File: src/rtl/gcd_job_feeder.sv
// gcd_job_feeder: accepts operand pairs, drives one job at a time through an
// external GCD core with a timeout watchdog, and presents each result record
// downstream with a valid/ready handshake.
module gcd_job_feeder #(
    parameter int TIMEOUT_CYCLES = 64
) (
    input  logic        clk,
    input  logic        reset,
    input  logic        in_valid,
    output logic        in_ready,
    input  logic [7:0]  in_a,
    input  logic [7:0]  in_b,
    output logic        gcd_start,
    output logic [7:0]  gcd_a,
    output logic [7:0]  gcd_b,
    input  logic        gcd_done,
    input  logic [15:0] gcd_result,
    output logic        out_valid,
    input  logic        out_ready,
    output logic [7:0]  out_a,
    output logic [7:0]  out_b,
    output logic [7:0]  out_gcd,
    output logic        out_err,
    output logic [15:0] jobs_done,
    output logic        busy
);
    localparam int CW = $clog2(TIMEOUT_CYCLES + 1);

    typedef enum logic [2:0] {IDLE, ISSUE, WAIT_RUN, WAIT_DONE, OUTPUT} state_t;

    state_t        state;
    logic [CW-1:0] tmo_cnt;
    logic          tmo_hit;

    // the counter reaches TIMEOUT_CYCLES on the edge where this is true
    assign tmo_hit  = tmo_cnt == CW'(TIMEOUT_CYCLES - 1);
    // waiting for gcd_done also holds off new work after an aborted job
    assign in_ready = state == IDLE && gcd_done;
    assign busy     = state != IDLE;

    // job sequencer with registered core and record outputs
    always_ff @(posedge clk or posedge reset) begin
        if (reset) begin
            state     <= IDLE;
            tmo_cnt   <= '0;
            gcd_start <= 1'b0;
            gcd_a     <= '0;
            gcd_b     <= '0;
            out_valid <= 1'b0;
            out_a     <= '0;
            out_b     <= '0;
            out_gcd   <= '0;
            out_err   <= 1'b0;
            jobs_done <= '0;
        end else begin
            jobs_done <= jobs_done + 16'(out_valid && out_ready);
            case (state)
                IDLE: if (in_valid && in_ready) begin
                    gcd_a     <= in_a;
                    gcd_b     <= in_b;
                    out_a     <= in_a;
                    out_b     <= in_b;
                    tmo_cnt   <= '0;
                    gcd_start <= 1'b1;
                    state     <= ISSUE;
                end
                ISSUE: begin
                    gcd_start <= 1'b0;
                    state     <= WAIT_RUN;
                end
                WAIT_RUN: begin
                    tmo_cnt <= tmo_cnt + CW'(1);
                    if (tmo_hit) begin
                        out_gcd   <= '0;
                        out_err   <= 1'b1;
                        out_valid <= 1'b1;
                        state     <= OUTPUT;
                    end else if (!gcd_done) begin
                        state <= WAIT_DONE;
                    end
                end
                WAIT_DONE: begin
                    tmo_cnt <= tmo_cnt + CW'(1);
                    // a completion coinciding with the timeout still counts
                    if (gcd_done || tmo_hit) begin
                        out_gcd   <= gcd_done ? gcd_result[7:0] : 8'd0;
                        out_err   <= !gcd_done;
                        out_valid <= 1'b1;
                        state     <= OUTPUT;
                    end
                end
                OUTPUT: if (out_ready) begin
                    out_valid <= 1'b0;
                    state     <= IDLE;
                end
                default: state <= IDLE;
            endcase
        end
    end
endmodule

File: config.mk
export PLATFORM = sky130hd
export DESIGN_NAME = gcd_job_feeder
export DESIGN_NICKNAME = d
export VERILOG_FILES = /design/src/rtl/gcd_job_feeder.sv
export SDC_FILE = /design/constraint.sdc
export NUM_CORES = 1
export LEC_CHECK = 0
export CAP_MARGIN = 0
export CORE_MARGIN = 3
export CORE_UTILIZATION = 45
export DETAILED_ROUTE_END_ITERATION = 6
export PLACE_DENSITY = 0.82
export SYNTH_ARGS = -nofsm -noshare
export SYNTH_HDL_FRONTEND = slang
export SYNTH_SLANG_ARGS = --single-unit
File: constraint.sdc
create_clock -name clk -period 3.2 [get_ports clk]
set_input_delay 0.64 -clock clk [delete_from_list [all_inputs] [get_ports clk]]
set_output_delay 0.64 -clock clk [all_outputs]
set_load 0.01 [all_outputs]
Word-level counts from Yosys, hierarchy flattened
Cells that the tools add are included.

Input bits: 37. Flip-flop bits (word level): 53. Output and inout bits: 61.

Muxes and demuxes: 20. Reductions and logical operators: 18. Equality and inequality tests: 10. Add/sub/neg operators: 2.

Operator list (count): 2-to-1 mux 8 bit (3); adder 16 x 1 -> 16 bit (1); one-hot mux 8 bit (2 select lines) (1); 2-to-1 mux 3 bit (5); one-hot mux 3 bit (5 select lines) (1); one-hot mux 7 bit (2 select lines) (1); AND reduction 4 bit (2); adder 7 x 1 -> 7 bit (second input constant) (1); == test 7 x 6 -> 1 bit (second input constant) (1); 2-to-1 mux 7 bit (1); == test 3 x 2 -> 1 bit (second input constant) (2); != test 2 bit (second input constant) (3); AND reduction 2 bit (3); nonzero test 2 bit (3); nonzero test 3 bit (2); 2-to-1 mux 1 bit (5); one-hot mux 1 bit (2 select lines) (2); == test 3 x 1 -> 1 bit (second input constant) (1); == test 3 bit (second input constant) (1); logical AND 1 bit (3); zero test 3 bit (1); != test 3 bit (second input constant) (1); one-hot mux 1 bit (3 select lines) (1); AND reduction 3 bit (1); other kinds (4) (4).

Depth between registers and ports, before layout
Gate-level depths: netlist of run 1.

Depth after elaboration: 5. Mapped depth: 7. Depth with buffers taken out: 6.

Worst setup path after synthesis of run 1
Ideal clock, no wire load.

Path type: input-to-reg. Start: in out_ready. End: reg jobs_done[10]. Required time: 3075 ps. Cell stages on the path: 7. Data arrival time: 1653 ps. Setup slack: 1422 ps. Cells stage by stage: and2_1 > ha_1 > ha_1 > and3_1 > buf_2 > nand4_1 > xnor2_1.

Word-level cells in the longest chain between the ends: 2.

Ends and longest elaborated chain: start, declared (line 19) `input logic out_ready,`; logical AND 1 bit (line 56) `jobs_done <= jobs_done + 16'(out_valid && out_ready);`; adder 16 x 1 -> 16 bit (line 56); end signal, assigned (line 56); end, declared (line 24) `output logic [15:0] jobs_done,`.

No other way between the ends. A chain may end at the register's enable or synchronous reset.

Worst setup path in the final report of run 1
Start: in gcd_done. End: out in_ready.

Word-level cells in the longest chain between the ends: 1.

Ends and longest elaborated chain: start, declared (line 16) `input logic gcd_done,`; logical AND 1 bit (line 38) `assign in_ready = state == IDLE && gcd_done;`; end, declared (line 10) `output logic in_ready,`.

No other way between the ends.

==> results of run 1 <==
[cell usage after synthesis (3+ instances only)]
library cell and n:
dfrtp_1 53, xor2_1 4, a21oi_1 4, ha_1 3, mux2_2 7, buf_6 3
nor2_1 7, buf_4 17, xnor2_1 10, nand3_1 11, nor2_2 3, nand2_1 35
and3_1 5, mux2_4 9, and2_1 5, o21ai_0 16, nand4_1 3
[where the power goes]
group	internal [uW]	switching [uW]
combinational	810	544
clock	235	211
sequential	913	219
[final cells by class]
cell class / count / share of cell area, %
clock buffers: 6 / 2.13
flip-flops and latches: 53 / 39.0
clock inverters: 2 / 1.14
well taps: 70 / 2.57
repair buffers: 90 / 26.8
multi-input cells: 141 / 28.2
inverters: 2 / 0.221
[critical path, stage by stage]
cell,delay [ns]
clkdlybuf4s50_1,0.57
and2_1,0.16
clkdlybuf4s50_1,0.54
[metal layers]
metal / GRT usage (%) / vias up / wire length [um]
met4: 3.55 / 0 / 40
met5: 0 / - / 0
met2: 29.1 / 69 / 2440
met1: 21.6 / 867 / 2180
met3: 4.26 / 6 / 343
li1: - / 875 / -
[per-stage QoR]
stage / total power (uW) / util (%) / instances
after floorplan: 1910 / - / 218
after global placement: 2480 / 63.2 / 356
after detailed placement: 2520 / 63.2 / 356
after CTS: 2980 / 65.4 / 364
after global routing: 3150 / 65.4 / 364
final: 2930 / 65.4 / 364
[how the worst max path moves through the flow]
stage	startpoint	endpoint	slack (ns)	cells after the start
5_1_grt	gcd_done	in_ready	0.61	3
3_5_place_dp	gcd_done	in_ready	0.66	3
3_3_place_gp	gcd_done	in_ready	0.68	3
6_report	gcd_done	in_ready	0.66	3
4_1_cts	gcd_done	in_ready	0.65	3
2_1_floorplan	reset	gcd_start	1.27	1
[flip-flops by register name (all words and copies together) (netlist names), 3 cells and up]
| register | count |
|---|---|
| state | 3 |
| out_b | 8 |
| jobs_done | 16 |
| out_a | 8 |
| tmo_cnt | 7 |
| out_gcd | 8 |
[placed cells by master (no fill, tap or decap), types with 4 or more instances in the layout]
master / synthesis / final
clkdlybuf4s50_1: 0 / 89
dfrtp_1: 53 / 53
nand2_1: 35 / 35
o21ai_0: 16 / 16
nand3_1: 11 / 11
xnor2_1: 10 / 10
mux2_4: 9 / 9
nor2_1: 7 / 7
mux2_2: 7 / 7
and2_1: 5 / 5
and3_1: 5 / 5
clkbuf_8: 0 / 5
xor2_1: 4 / 4
a21oi_1: 4 / 4
[cell families (layout without fill, tap and decap cells)]
kind of cell	Yosys count	after routing	share of synthesized area [%]
compound gates	27	27	6.26
xor+xnor	14	14	4.95
fa+ha+maj	3	3	1.51
buf+inv	24	100	7.82
flops	53	53	53.5
mux	16	16	8.63
simple gates	81	81	17.3
==> results.json, run 1 <==
{
  "ios": 98,
  "cp-end-kind": "output pin",
  "r2r-end": "out_gcd[7]",
  "synthCells": 218,
  "die-area_sq_um": 6430,
  "grt_use_total_pct": 17.0,
  "crit_type": "in2out",
  "via_per_inst": 4.99,
  "synthArstFlopShare_pct": 100,
  "synth_area_leaders": "dfrtp_1, mux2_4, nand2_1, buf_4, xnor2_1",
  "htree_num_levels": 2,
  "crit_fanout": 6,
  "tritoncts": "built",
  "drv_cap": 0,
  "fin_crit_sh_pct": 79.5,
  "min_path_cells": 1,
  "cts_setup_buffers": 0,
  "wl_um": 5010,
  "irDropWorstVdd_mv": 0.442,
  "die_w_um": 80.2,
  "portBuffers": 89,
  "ys_types": 38,
  "gp_congestion": 0.788,
  "die_h_um": 80.2,
  "fmax_ghz": 0.393,
  "clock-sinks": 53,
  "core_area_sq_um": 5200,
  "syn_area_sq_um": 2480,
  "multiInputGateArea_sq_um": 958,
  "arrival_ns": 1.90,
  "regArea_sq_um": 1330,
  "yosysWarnings": 0,
  "drv_slew": 0,
  "row_count": 26,
  "worstHoldPathType": "reg2reg",
  "drtIter0Drc": 64,
  "synth-edff-count": 0,
  "status": "finished clean",
  "layout_min_cycle_time_ns": 2.54,
  "grt_pass1_vias": 1802,
  "placed_area_sq_um": 3290,
  "ys.flop_type": "dfrtp_1",
  "clk_latency_ns": 0.30,
  "ys_ff_latch": 53,
  "worstHoldStart": "jobs_done[15]",
  "reg2reg_depth": 3,
  "vias": 1817,
  "diodes": 0,
  "finalSetupTns_ns": 0,
  "final_area_sq_um": 3400,
  "post_drt_wl_per_cell_um": 13.8,
  "pre_cts_slack_ns": 0.661,
  "synth.net_count": 258,
  "finClkSkew_ns": 0.0118,
  "worstSetupStartpointType": "primary input",
  "rrSetupSlack_ns": 1.43,
  "num-fill-cells": 420,
  "grt_overflow": 0,
  "synth_top_cell_by_area": "dfrtp_1",
  "synth_top_cell_area_share_pct": 53.5,
  "rr_startpoint": "state[2]",
  "firstDrtPassIters": 4,
  "path_clk_slew_ns": 0.09,
  "worst_pin_slew_ns": 0.590,
  "dp_hpwl_um": 3750,
  "route.detailed.drc": 0,
  "hold_buffers": 0,
  "antenna_found_initial": 0,
  "fin_hold_ws_ns": 0.476,
  "slew_headroom_pct": 59.6,
  "ant_nets": 0,
  "grt_pass1_wl_um": 8610,
  "layout.nets": 333,
  "postCtsResizedCells": 0,
  "rsz0062_at_grt": "false",
  "synth.avg_cell_area_sq_um": 11.4,
  "final-setup-viol-count": 0,
  "numCtsBuffers": 5,
  "worstPathRequired_ns": 2.56,
  "hold_viol": 0,
  "p_per_area_nw_per_um2": 862,
  "leakage_uw": 0.00146,
  "start_util_pct": 47.6,
  "grt_max_degree": 54,
  "ys_seq_area_share_pct": 53.5,
  "cts_root_buf": "clkbuf_8",
  "fin_ws_ns": 0.656,
  "area_growth_pct": 37.3,
  "min_to": "jobs_done[15]",
  "clock_path_buffers": 2,
  "drive_gt1_share_pct": 11.2
}
Note: power is estimated with default switching activity, not from simulation.
==> inputs of run 2 (changes only) <==
--- a/config.mk
+++ b/config.mk
@@ -7,9 +7,9 @@
 export LEC_CHECK = 0
 export CAP_MARGIN = 0
 export CORE_MARGIN = 3
-export CORE_UTILIZATION = 45
+export CORE_UTILIZATION = 43
 export DETAILED_ROUTE_END_ITERATION = 6
-export PLACE_DENSITY = 0.82
+export PLACE_DENSITY = 0.79
 export SYNTH_ARGS = -nofsm -noshare
 export SYNTH_HDL_FRONTEND = slang
 export SYNTH_SLANG_ARGS = --single-unit
==> constraint.sdc (replaced) <==
create_clock -name clk -period 2.59 [get_ports clk]
set_input_delay 0.518 -clock clk [delete_from_list [all_inputs] [get_ports clk]]
set_output_delay 0.518 -clock clk [all_outputs]
set_load 0.01 [all_outputs]
==> results.json, run 2 (synthesized netlist as in run 1, its figures left out) <==
{
  "grt_pass1_vias": 1723,
  "cp-end-kind": "output pin",
  "ant_nets": 0,
  "drv_slew": 0,
  "largest_reg_flops": 16,
  "crit_type": "reg2out",
  "irDropWorstVdd_mv": 0.527,
  "min_path_cells": 1,
  "final-setup-viol-count": 0,
  "fin_ws_ns": 0.307,
  "cp_top_family": "buffers and inverters",
  "clock-sinks": 53,
  "rsz0062_at_grt": "false",
  "worstHoldPathType": "reg2reg",
  "reg2reg_depth": 3,
  "die_w_um": 81.9,
  "via_per_inst": 4.89,
  "dp_hpwl_um": 3650,
  "die_h_um": 81.9,
  "gp_congestion": 0.803,
  "cts_root_buf": "clkbuf_8",
  "grt_use_total_pct": 15.4,
  "start_util_pct": 44.7,
  "place_inst": 359,
  "cp_slowest_cell": "clkdlybuf4s50_1",
  "layout.nets": 334,
  "met1_length_um": 2110,
  "post_drt_wl_per_cell_um": 13.3,
  "htree_num_levels": 2,
  "clock_path_buffers": 2,
  "drtIter0Drc": 61,
  "cts_setup_buffers": 0,
  "status": "finished clean",
  "final_core_util_pct": 61.7,
  "slew_headroom_pct": 60.7,
  "max_stage_delay_ns": 0.53,
  "postCtsResizedCells": 0,
  "area_growth_pct": 38.0,
  "finalSetupTns_ns": 0,
  "met2_length_um": 2390,
  "final_cells": 367,
  "portBuffers": 89,
  "ios": 98,
  "numCtsBuffers": 5,
  "pre_cts_slack_ns": 0.288,
  "rr_startpoint": "state[2]",
  "r2r-end": "out_gcd[2]",
  "min_to": "jobs_done[15]",
  "hold_viol": 0,
  "antenna_found_initial": 0,
  "rrSetupSlack_ns": 0.81,
  "layout_common_cells": "clkdlybuf4s50_1, dfrtp_1, nand2_1, o21ai_0, nand3_1",
  "crit_buf_inv": 1,
  "clk_latency_ns": 0.30,
  "finClkSkew_ns": 0.00765,
  "p_per_area_nw_per_um2": 1070,
  "worst_pin_slew_ns": 0.574,
  "worstHoldStart": "jobs_done[15]",
  "drv_cap": 0,
  "fmax_ghz": 0.438,
  "layout_min_cycle_time_ns": 2.28,
  "core_area_sq_um": 5540,
  "leakage_uw": 0.00146,
  "arrival_ns": 1.76,
  "top_layer": "met4",
  "crit_chain": "nor3_4 > and2_1 > clkdlybuf4s50_1",
  "grt_max_degree": 54,
  "crit_start": "state[2]",
  "power.total_uw": 3640,
  "hold_buffers": 0,
  "wl_um": 4890,
  "tritoncts": "built",
  "grt_pass1_wl_um": 7940,
  "drive_gt1_share_pct": 11.9,
  "num-fill-cells": 465,
  "firstDrtPassIters": 4,
  "wl_met3_um": 372,
  "diodes": 0,
  "grt_overflow": 0,
  "die-area_sq_um": 6710,
  "row_count": 27,
  "fin_crit_sh_pct": 88.1,
  "layout_commonest_cell": "clkdlybuf4s50_1",
  "regMostFlops": "jobs_done",
  "route.detailed.drc": 0,
  "path_clk_slew_ns": 0.09,
  "worstSetupStartpointType": "flop",
  "crit_fanout": 9,
  "vias": 1795,
  "worstPathRequired_ns": 2.07
}
## run 2: worst max path at each step
stage / cells after the start / slack (ns) / endpoint
2_1_floorplan: 1 / 0.79 / gcd_start
3_3_place_gp: 7 / 0.31 / jobs_done[10]
3_5_place_dp: 7 / 0.29 / jobs_done[14]
4_1_cts: 3 / 0.28 / in_ready
5_1_grt: 3 / 0.22 / in_ready
6_report: 3 / 0.31 / in_ready
## run 2: final cells by class
cell class              instances  area (sq um)  area share (%)
clock buffers                   6          82.6            2.41
repair buffers                 91           918            26.8
clock inverters                 2          37.5            1.10
multi-input cells             141           958            28.0
inverters                       2          7.51           0.219
flip-flops and latches         53          1330            38.8
well taps                      72          90.1            2.63
## run 2: through the flow
step           hold slack [ns]  area [sq um]
6_report                 0.484          3420
5_1_grt                  0.511          3420
4_1_cts                  0.486          3420
3_5_place_dp             0.473          3300
3_3_place_gp             0.461          3300
2_1_floorplan            0.450          2480
## run 2: metal layers
metal	track usage, %	vias up
li1	-	877
met1	20.1	848
met2	25.5	68
met3	4.17	2
met4	3.49	0
met5	0	-
## run 2: where the power goes
part	switching (uW)	internal, uW
Combinational	679	1000
Sequential	262	1130
Clock	258	314
Total	1200	2450
